**config.mk**
```make
export PLATFORM = sky130hd
export DESIGN_NAME = x3q16_exwb
export DESIGN_NICKNAME = d
export VERILOG_FILES = /design/src/rtl/x3q16_pkg.sv /design/src/rtl/x3q16_exwb.sv
export SDC_FILE = /design/constraint.sdc
export NUM_CORES = 1
export LEC_CHECK = 0
export ABC_AREA = 1
export CORE_MARGIN = 2
export CORE_UTILIZATION = 38
export DETAILED_ROUTE_END_ITERATION = 16
export PLACE_DENSITY = 0.85
export SYNTH_ARGS = -nofsm -noshare
export SYNTH_HDL_FRONTEND = slang
export SYNTH_SLANG_ARGS = --single-unit
```
**constraint.sdc**
```tcl
create_clock -name clk -period 1.55 [get_ports clk]
set_input_delay 0.31 -clock clk [delete_from_list [all_inputs] [get_ports clk]]
set_output_delay 0.31 -clock clk [all_outputs]
set_load 0.03 [all_outputs]
```
**src/rtl/x3q16_pkg.sv**
```systemverilog
// Shared x3q16 encodings: ALU mode codes, branch codes and the exwb stall FSM state.
package x3q16_pkg;

    localparam logic [2:0] MODE_ADD  = 3'b000;
    localparam logic [2:0] MODE_SUB  = 3'b001;
    localparam logic [2:0] MODE_MUL  = 3'b010;
    localparam logic [2:0] MODE_NAND = 3'b011;
    localparam logic [2:0] MODE_SHL  = 3'b100;
    localparam logic [2:0] MODE_SHR  = 3'b101;

    localparam logic [1:0] BR_NONE = 2'b00;
    localparam logic [1:0] BR_EQ   = 2'b01;
    localparam logic [1:0] BR_GT   = 2'b10;
    localparam logic [1:0] BR_JMP  = 2'b11;

    typedef enum logic {
        ST_IDLE = 1'b0,
        ST_MUL  = 1'b1
    } state_t;

endpackage

```
**src/rtl/x3q16_exwb.sv**
```systemverilog
// x3q16 execute/writeback stage: one-entry writeback slot, flag register,
// branch resolution and a forwarding tap, with an optional multiply stall.
//
//   state   | meaning
//   --------+-----------------------------------------------------------
//   ST_IDLE | normal issue; a multiply spends this cycle settling
//   ST_MUL  | multiply has had its extra cycle, accept when slot is free
module x3q16_exwb
    import x3q16_pkg::*;
#(
    parameter int unsigned MUL_STALL = 1,
    parameter int unsigned REG_AW    = 3
) (
    input  logic              clk,
    input  logic              rst_n,
    input  logic              in_valid,
    output logic              in_ready,
    input  logic [2:0]        in_mode,
    input  logic [REG_AW-1:0] in_rd,
    input  logic              in_wen,
    input  logic              in_setf,
    input  logic [1:0]        in_br,
    input  logic [15:0]       in_target,
    input  logic [15:0]       alu_result,
    input  logic              alu_eq,
    input  logic              alu_gt,
    output logic              wb_valid,
    input  logic              wb_ready,
    output logic [REG_AW-1:0] wb_rd,
    output logic [15:0]       wb_data,
    output logic              flag_eq,
    output logic              flag_gt,
    output logic              br_taken,
    output logic [15:0]       br_target,
    output logic              fwd_valid,
    output logic [REG_AW-1:0] fwd_rd,
    output logic [15:0]       fwd_data
);

    localparam bit MulStallEn = (MUL_STALL != 0);

    state_t state_q;
    state_t state_d;
    logic   slot_free;
    logic   accept;
    logic   wr_slot;
    logic   br_cond;

    assign slot_free = !wb_valid || wb_ready;
    assign accept    = in_valid && in_ready;
    assign wr_slot   = in_wen && (in_rd != '0);

    always_comb begin
        state_d  = state_q;
        in_ready = 1'b0;
        case (state_q)
            ST_IDLE: begin
                if (in_valid && (in_mode == MODE_MUL) && MulStallEn) begin
                    state_d = ST_MUL;
                end else begin
                    in_ready = slot_free;
                end
            end
            ST_MUL: begin
                in_ready = slot_free;
                // A dropped in_valid abandons the multiply rather than wedging here.
                if (!in_valid || slot_free) begin
                    state_d = ST_IDLE;
                end
            end
            default: begin
                state_d = ST_IDLE;
            end
        endcase
    end

    always_ff @(posedge clk or negedge rst_n) begin
        if (!rst_n) begin
            state_q <= ST_IDLE;
        end else begin
            state_q <= state_d;
        end
    end

    // Branch condition looks at the flags as they stand before this instruction.
    always_comb begin
        br_cond = 1'b0;
        case (in_br)
            BR_EQ:   br_cond = flag_eq;
            BR_GT:   br_cond = flag_gt;
            BR_JMP:  br_cond = 1'b1;
            default: br_cond = 1'b0;
        endcase
    end

    always_ff @(posedge clk or negedge rst_n) begin
        if (!rst_n) begin
            wb_valid <= 1'b0;
            wb_rd    <= '0;
            wb_data  <= '0;
        end else if (accept && wr_slot) begin
            wb_valid <= 1'b1;
            wb_rd    <= in_rd;
            wb_data  <= alu_result;
        end else if (wb_ready) begin
            wb_valid <= 1'b0;
        end
    end

    always_ff @(posedge clk or negedge rst_n) begin
        if (!rst_n) begin
            flag_eq <= 1'b0;
            flag_gt <= 1'b0;
        end else if (accept && in_setf) begin
            flag_eq <= alu_eq;
            flag_gt <= alu_gt;
        end
    end

    always_ff @(posedge clk or negedge rst_n) begin
        if (!rst_n) begin
            br_taken  <= 1'b0;
            br_target <= '0;
        end else begin
            br_taken <= accept && br_cond;
            if (accept && br_cond) begin
                br_target <= in_target;
            end
        end
    end

    assign fwd_valid = wb_valid;
    assign fwd_rd    = wb_rd;
    assign fwd_data  = wb_data;

endmodule

```
**Yosys cells after proc, flatten, opt, wreduce, memory -nomap -nowiden**

Index checks and enable logic that the tools add are counted.
Widths: inputs -> output; s select.

- Register bits: 40
- Logic and storage cells: 33
- Output and inout port bits: 60
- Input port bits: 48

- Bitwise operators: 1
- Eq/ne operators: 4
- Reductions and logical operators: 12
- Multiplexer cells: 8

Operators with widths:

| cell | count |
|---|---|
| $logic_and 1x1->1 | 6 |
| $mux 1 | 5 |
| $eq 2x2->1 const B | 2 |
| $pmux 1 s2 | 2 |
| $eq 3x2->1 const B | 1 |
| $pmux 1 s3 | 1 |
| $reduce_bool 3->1 | 1 |
| $eq 2x1->1 const B | 1 |
| $logic_not 1->1 | 2 |
| $logic_or 1x1->1 | 2 |
| $reduce_bool 2->1 | 1 |
| $not 1->1 | 1 |

**Logic depth before layout (Yosys ltp)**

- Depth in word-level cells: 7
- Gate-level depth with buffers: 8
- Mapped depth without buffers: 6

**Worst setup path after synthesis**

No wires, ideal clock.

- Path kind: register to register
- From: register flag_eq
- To: register br_target[10]
- Path buffers: 1
- Clock period less this slack: 1.417 ns
- Setup slack: 0.133 ns
- Library setup time: 0.118 ns
- Data arrival time: 1.299 ns
- Data required time: 1.432 ns
- Stages on the path, launching flop included: 7
- Path through: dfrtp_1 > nand2_1 > a21oi_4 > nand4_4 > buf_6 > nand2_1 > nand2_1

- Word-level cells in the longest chain between the ends: 2

Ends and longest elaborated chain:

| item | line | source |
|---|---|---|
| from (decl) | x3q16_exwb.sv:31 | `output logic flag_eq,` |
| from (signal assigned) | x3q16_exwb.sv:115 | `flag_eq <= alu_eq;` |
| $pmux 1 s3 | x3q16_exwb.sv:88 | `case (in_br)` |
| $logic_and 1x1->1 | x3q16_exwb.sv:126 | `if (accept && br_cond) begin` |
| to (signal assigned) | x3q16_exwb.sv:127 | `br_target <= in_target;` |
| to (decl) | x3q16_exwb.sv:34 | `output logic [15:0] br_target,` |

No other way between the ends.
A chain may end at the register's enable or synchronous reset.

**Worst setup path in the final report**

- From: register state_q
- To: output in_ready

- Word-level cells in the longest chain between the ends: 2

Ends and longest elaborated chain:

| item | line | source |
|---|---|---|
| from (decl) | x3q16_exwb.sv:42 | `state_t state_q;` |
| from (signal assigned) | x3q16_exwb.sv:81 | `state_q <= state_d;` |
| $not 1->1 | x3q16_exwb.sv:56 | `case (state_q)` |
| $pmux 1 s2 * | x3q16_exwb.sv:56 |  |
| to (decl) | x3q16_exwb.sv:17 | `output logic in_ready,` |

Every way passes the cells marked *; elsewhere a longest branch is shown, timed or not.

==> results.txt <==
----------------------------------------------------
[Outcome]
  Result of the run ... finished, final reports clean

[Finish]
  Final std cells w/o fill ... 374
  Post-route design area ... between 2000 and 3000 sq um
  Number of antenna cells inserted ... 0
  Syn-to-layout area delta ... 54.24%
  Util after Layout ... 61.78%
  Fraction of final layout cells sized beyond drive strength 1 ... a little over a tenth
  Nets@finish ... 355

[Timing]
  Final critical-path required period ... between 1500 and 2000 ps
  Worst rel slew slack ... 67.29%
  Highest attainable clock frequency ... 661.3 MHz
  Setup TNS after final layout ... 0 ps
  Slew of the pin with the lowest slew margin ... between 400 and 500 ps
  Final WS setup ... approximately 38 ps
  Largest clock skew in the final design ... around 2.8 ps
  Share of the clock period used by the worst path ... 97.55%
  Count of final hold-check violations ... 0
  Unrepaired setup endpoints after global routing ... true
  Final setup vio count ... 0
  Slew Limit Fails ... 0

[Detailed routing]
  WL per Instance ... 14.06 um
  Number of nets still failing antenna checks after routing ... 0
  Total iterations of the first detailed-routing run ... 4
  Via count ... roughly 1800
  Drc violations ... 0
  Iter 0 DRT Violations ... 107
  Total wire length after detailed routing ... between 5 and 6 mm
  Per-cell via count in the routed design ... 4.725

[Die]
  Floorplan die area ... 5629 sq um
  Floorplan core area ... between 4000 and 5000 sq um
  Initial core utilization ... 40.05%
  Ports placed on the boundary ... 108
  Floorplan row count ... 25
  Die span in x ... 75.03 um
  Die boundary height ... about 75 um

[Hold path]
  Worst min-delay path category ... input pin to flip-flop

[Yosys]
  Total of flip-flops plus latches after synthesis ... 40
  Synthesized instance count ... 212
  Synthesized area per cell ... 9.042 sq um
  Syn. warnings ... 0
  Count of distinct cell types in the synthesized netlist ... 17
  Share of synthesized area occupied by flip-flops and latches ... 52.22%
  Synthesized net count ... 260
  Post-Syn Area ... 1917 sq um

[Worst setup path]
  Delay-heaviest family, CP ... flip-flops
  Kind of end point of the critical path ... primary output
  Arrival time at the worst endpoint ... between 1000 and 1500 ps
  Crit path buf inv count ... 1
  Cell with the most instances on the worst path ... nor2_2
  Cell type of the slowest stage on the worst timing path ... dfrtp_1
  Type of origin of the critical path ... flip-flop
  Cells traversed along the worst timing path ... nor2_2 -> nand2_1 -> nor2_2 -> nor2_4 -> buf_6
  Class of the most critical setup path ... flip-flop to primary output
  Worst Path Max Fanout ... 2
  Worst EP required ... around 1200 ps
  Max incr delay on CP ... about 400 ps

[Placed design]
  Instance area at placement ... 2912 sq um
  Dpl cells ... ~360
  Count of buffers from port buffering ... around 110
  Worst setup timing slack at the placement stage ... -146.7 ps
  Estimated wirelength of the detail-placed design ... 3.965 mm
  Final Wtd Congestion ... 0.7415

[Clocking]
  Clk_lat worst skew ... 280 ps
  Clk pin slew, worst setup/hold paths ... 70 ps
  Depth of the CTS H-tree ... 2
  Buffer cell driving the clock tree root ... clkbuf_8
  Clock tree from TritonCTS ... done
  Buffer depth of the longest clock path ... 2
  Count of clock tree sinks ... 40
  Cts bufs inserted ... 5

[Global route]
  Global-route congestion overflow total ... 0
  First-pass GRT wire length ... about 8.3 mm
  All-layer global routing usage ... ~20%
  Via count of the first global-routing pass ... roughly 1700
  Number of antenna violations at the first check in global routing ... 0
  Largest net degree at the start of global routing ... 27

[Power and ir drop]
  Total power density per cell area ... 1238 nW/um^2
  P_leak ... 1.577 nW
  Worst IR Drop VDD ... roughly 0.00070 V

[Run]
  Number of max-capacitance violations reported ... 0

----------------------------------------------------
==> logic make-up after synthesis <==
kind of cell    count (synthesis)  synth area share [%]
simple gates                  128                 31.72
flops                          40                 52.22
buf+inv                        42                 14.82
compound gates                  2                 1.241
==> cell type report <==
class	instances	area, sq um
fill	447	1829
clock buffer	6	72.57
timing repair buffer	123	1124
clock inverter	1	5.005
multi-input combinational	130	644.4
sequential	40	1001
tap	67	83.83
inverter	7	26.28
==> timing repair <==
action                     in CTS  in global routing
pin swaps                       1                  3
hold endpoints to repair       20                  0
resized for setup              63                  4
gates cloned                    0                  0
setup endpoints to repair      60                  1
hold buffers                    1                  0
buffers inserted                1                  1
==> flip-flops by register name, summed over array words and instances, names as in the netlist <==
name,cells
br_target,16
fwd_rd,3
fwd_data,16
flag_gt,1
flag_eq,1
br_taken,1
fwd_valid,1
state_q,1
==> worst paths after layout <==
check	from	end	slack [ps]	cells after the start
hold reg to reg	br_target[8]	br_target[8]	480	2
max in group asynchronous	rst_n	br_target[1]	550	3
setup reg to reg	state_q	fwd_data[4]	150	8
hold / removal	in_mode[1]	state_q	370	3
min in group asynchronous	rst_n	flag_gt	520	2
setup / recovery	state_q	in_ready	40	5
==> layer usage <==
layer  wire length, um  global-route usage, %  up-vias  part of all wire (%)
li1                  -                      -      874                     -
met1              2161                  24.38      831                    41
met2              2770                  34.31       55                    53
met3               252                  3.481        7                   4.8
met4                72                  6.944        0                   1.4
met5                 0                      0        -                     0
==> tightest hold or removal path, cell delays in order <==
cell and delay, ps:
dlymetal6s2s_1 140, nand3_2 120, nand2_1 50
==> metrics by stage <==
stage	hold WS (ps)	total power, W
2_1_floorplan	14.41	0.002528
3_5_place_dp	300.7	0.003283
6_report	374.2	0.003660
4_1_cts	397.1	0.003694
5_1_grt	390.2	0.003875
3_3_place_gp	303.8	0.003243
==> cell usage in the layout (no fill, tap or decap) <==
cell type | Yosys | routed
nor2_1 | 5 | 2
nand4_4 | 1 | 1
inv_1 | 6 | 6
nand2_1 | 79 | 79
clkinv_2 | 0 | 1
a21boi_1 | 1 | 1
a21oi_4 | 1 | 1
dlygate4sd2_1 | 0 | 61
buf_6 | 4 | 1
nor2_4 | 0 | 1
inv_2 | 1 | 1
dfrtp_1 | 40 | 40
nand3_1 | 1 | 1
nor2_2 | 2 | 4
nand4_1 | 39 | 39
buf_4 | 24 | 14
clkdlybuf4s50_1 | 0 | 42
dlymetal6s2s_1 | 0 | 1
buf_2 | 5 | 2
clkbuf_1 | 1 | 1
dlygate4sd3_1 | 0 | 1
clkbuf_8 | 0 | 5
nand3_2 | 1 | 1
buf_12 | 0 | 1
==> Yosys cell counts <==
library cell / n / area, sq um
nand2_1: 79 / 296.5
dfrtp_1: 40 / 1001
nand4_1: 39 / 244.0
buf_4: 24 / 180.2
inv_1: 6 / 22.52
buf_2: 5 / 25.02
nor2_1: 5 / 18.77
buf_6: 4 / 45.04
nor2_2: 2 / 12.51
a21boi_1: 1 / 7.510
a21oi_4: 1 / 16.27
buf_1: 1 / 3.750
clkbuf_1: 1 / 3.750
inv_2: 1 / 3.750
nand3_1: 1 / 5.000
nand3_2: 1 / 10.01
nand4_4: 1 / 21.27
==> where the power goes <==
part           switching, W  internal (W)  leakage, nW
combinational       0.00106      0.000558         1.04
clock              0.000330      0.000306       0.0410
sequential         0.000141       0.00127        0.500
total               0.00153       0.00213         1.58
Power figures use the tool's default switching activity.
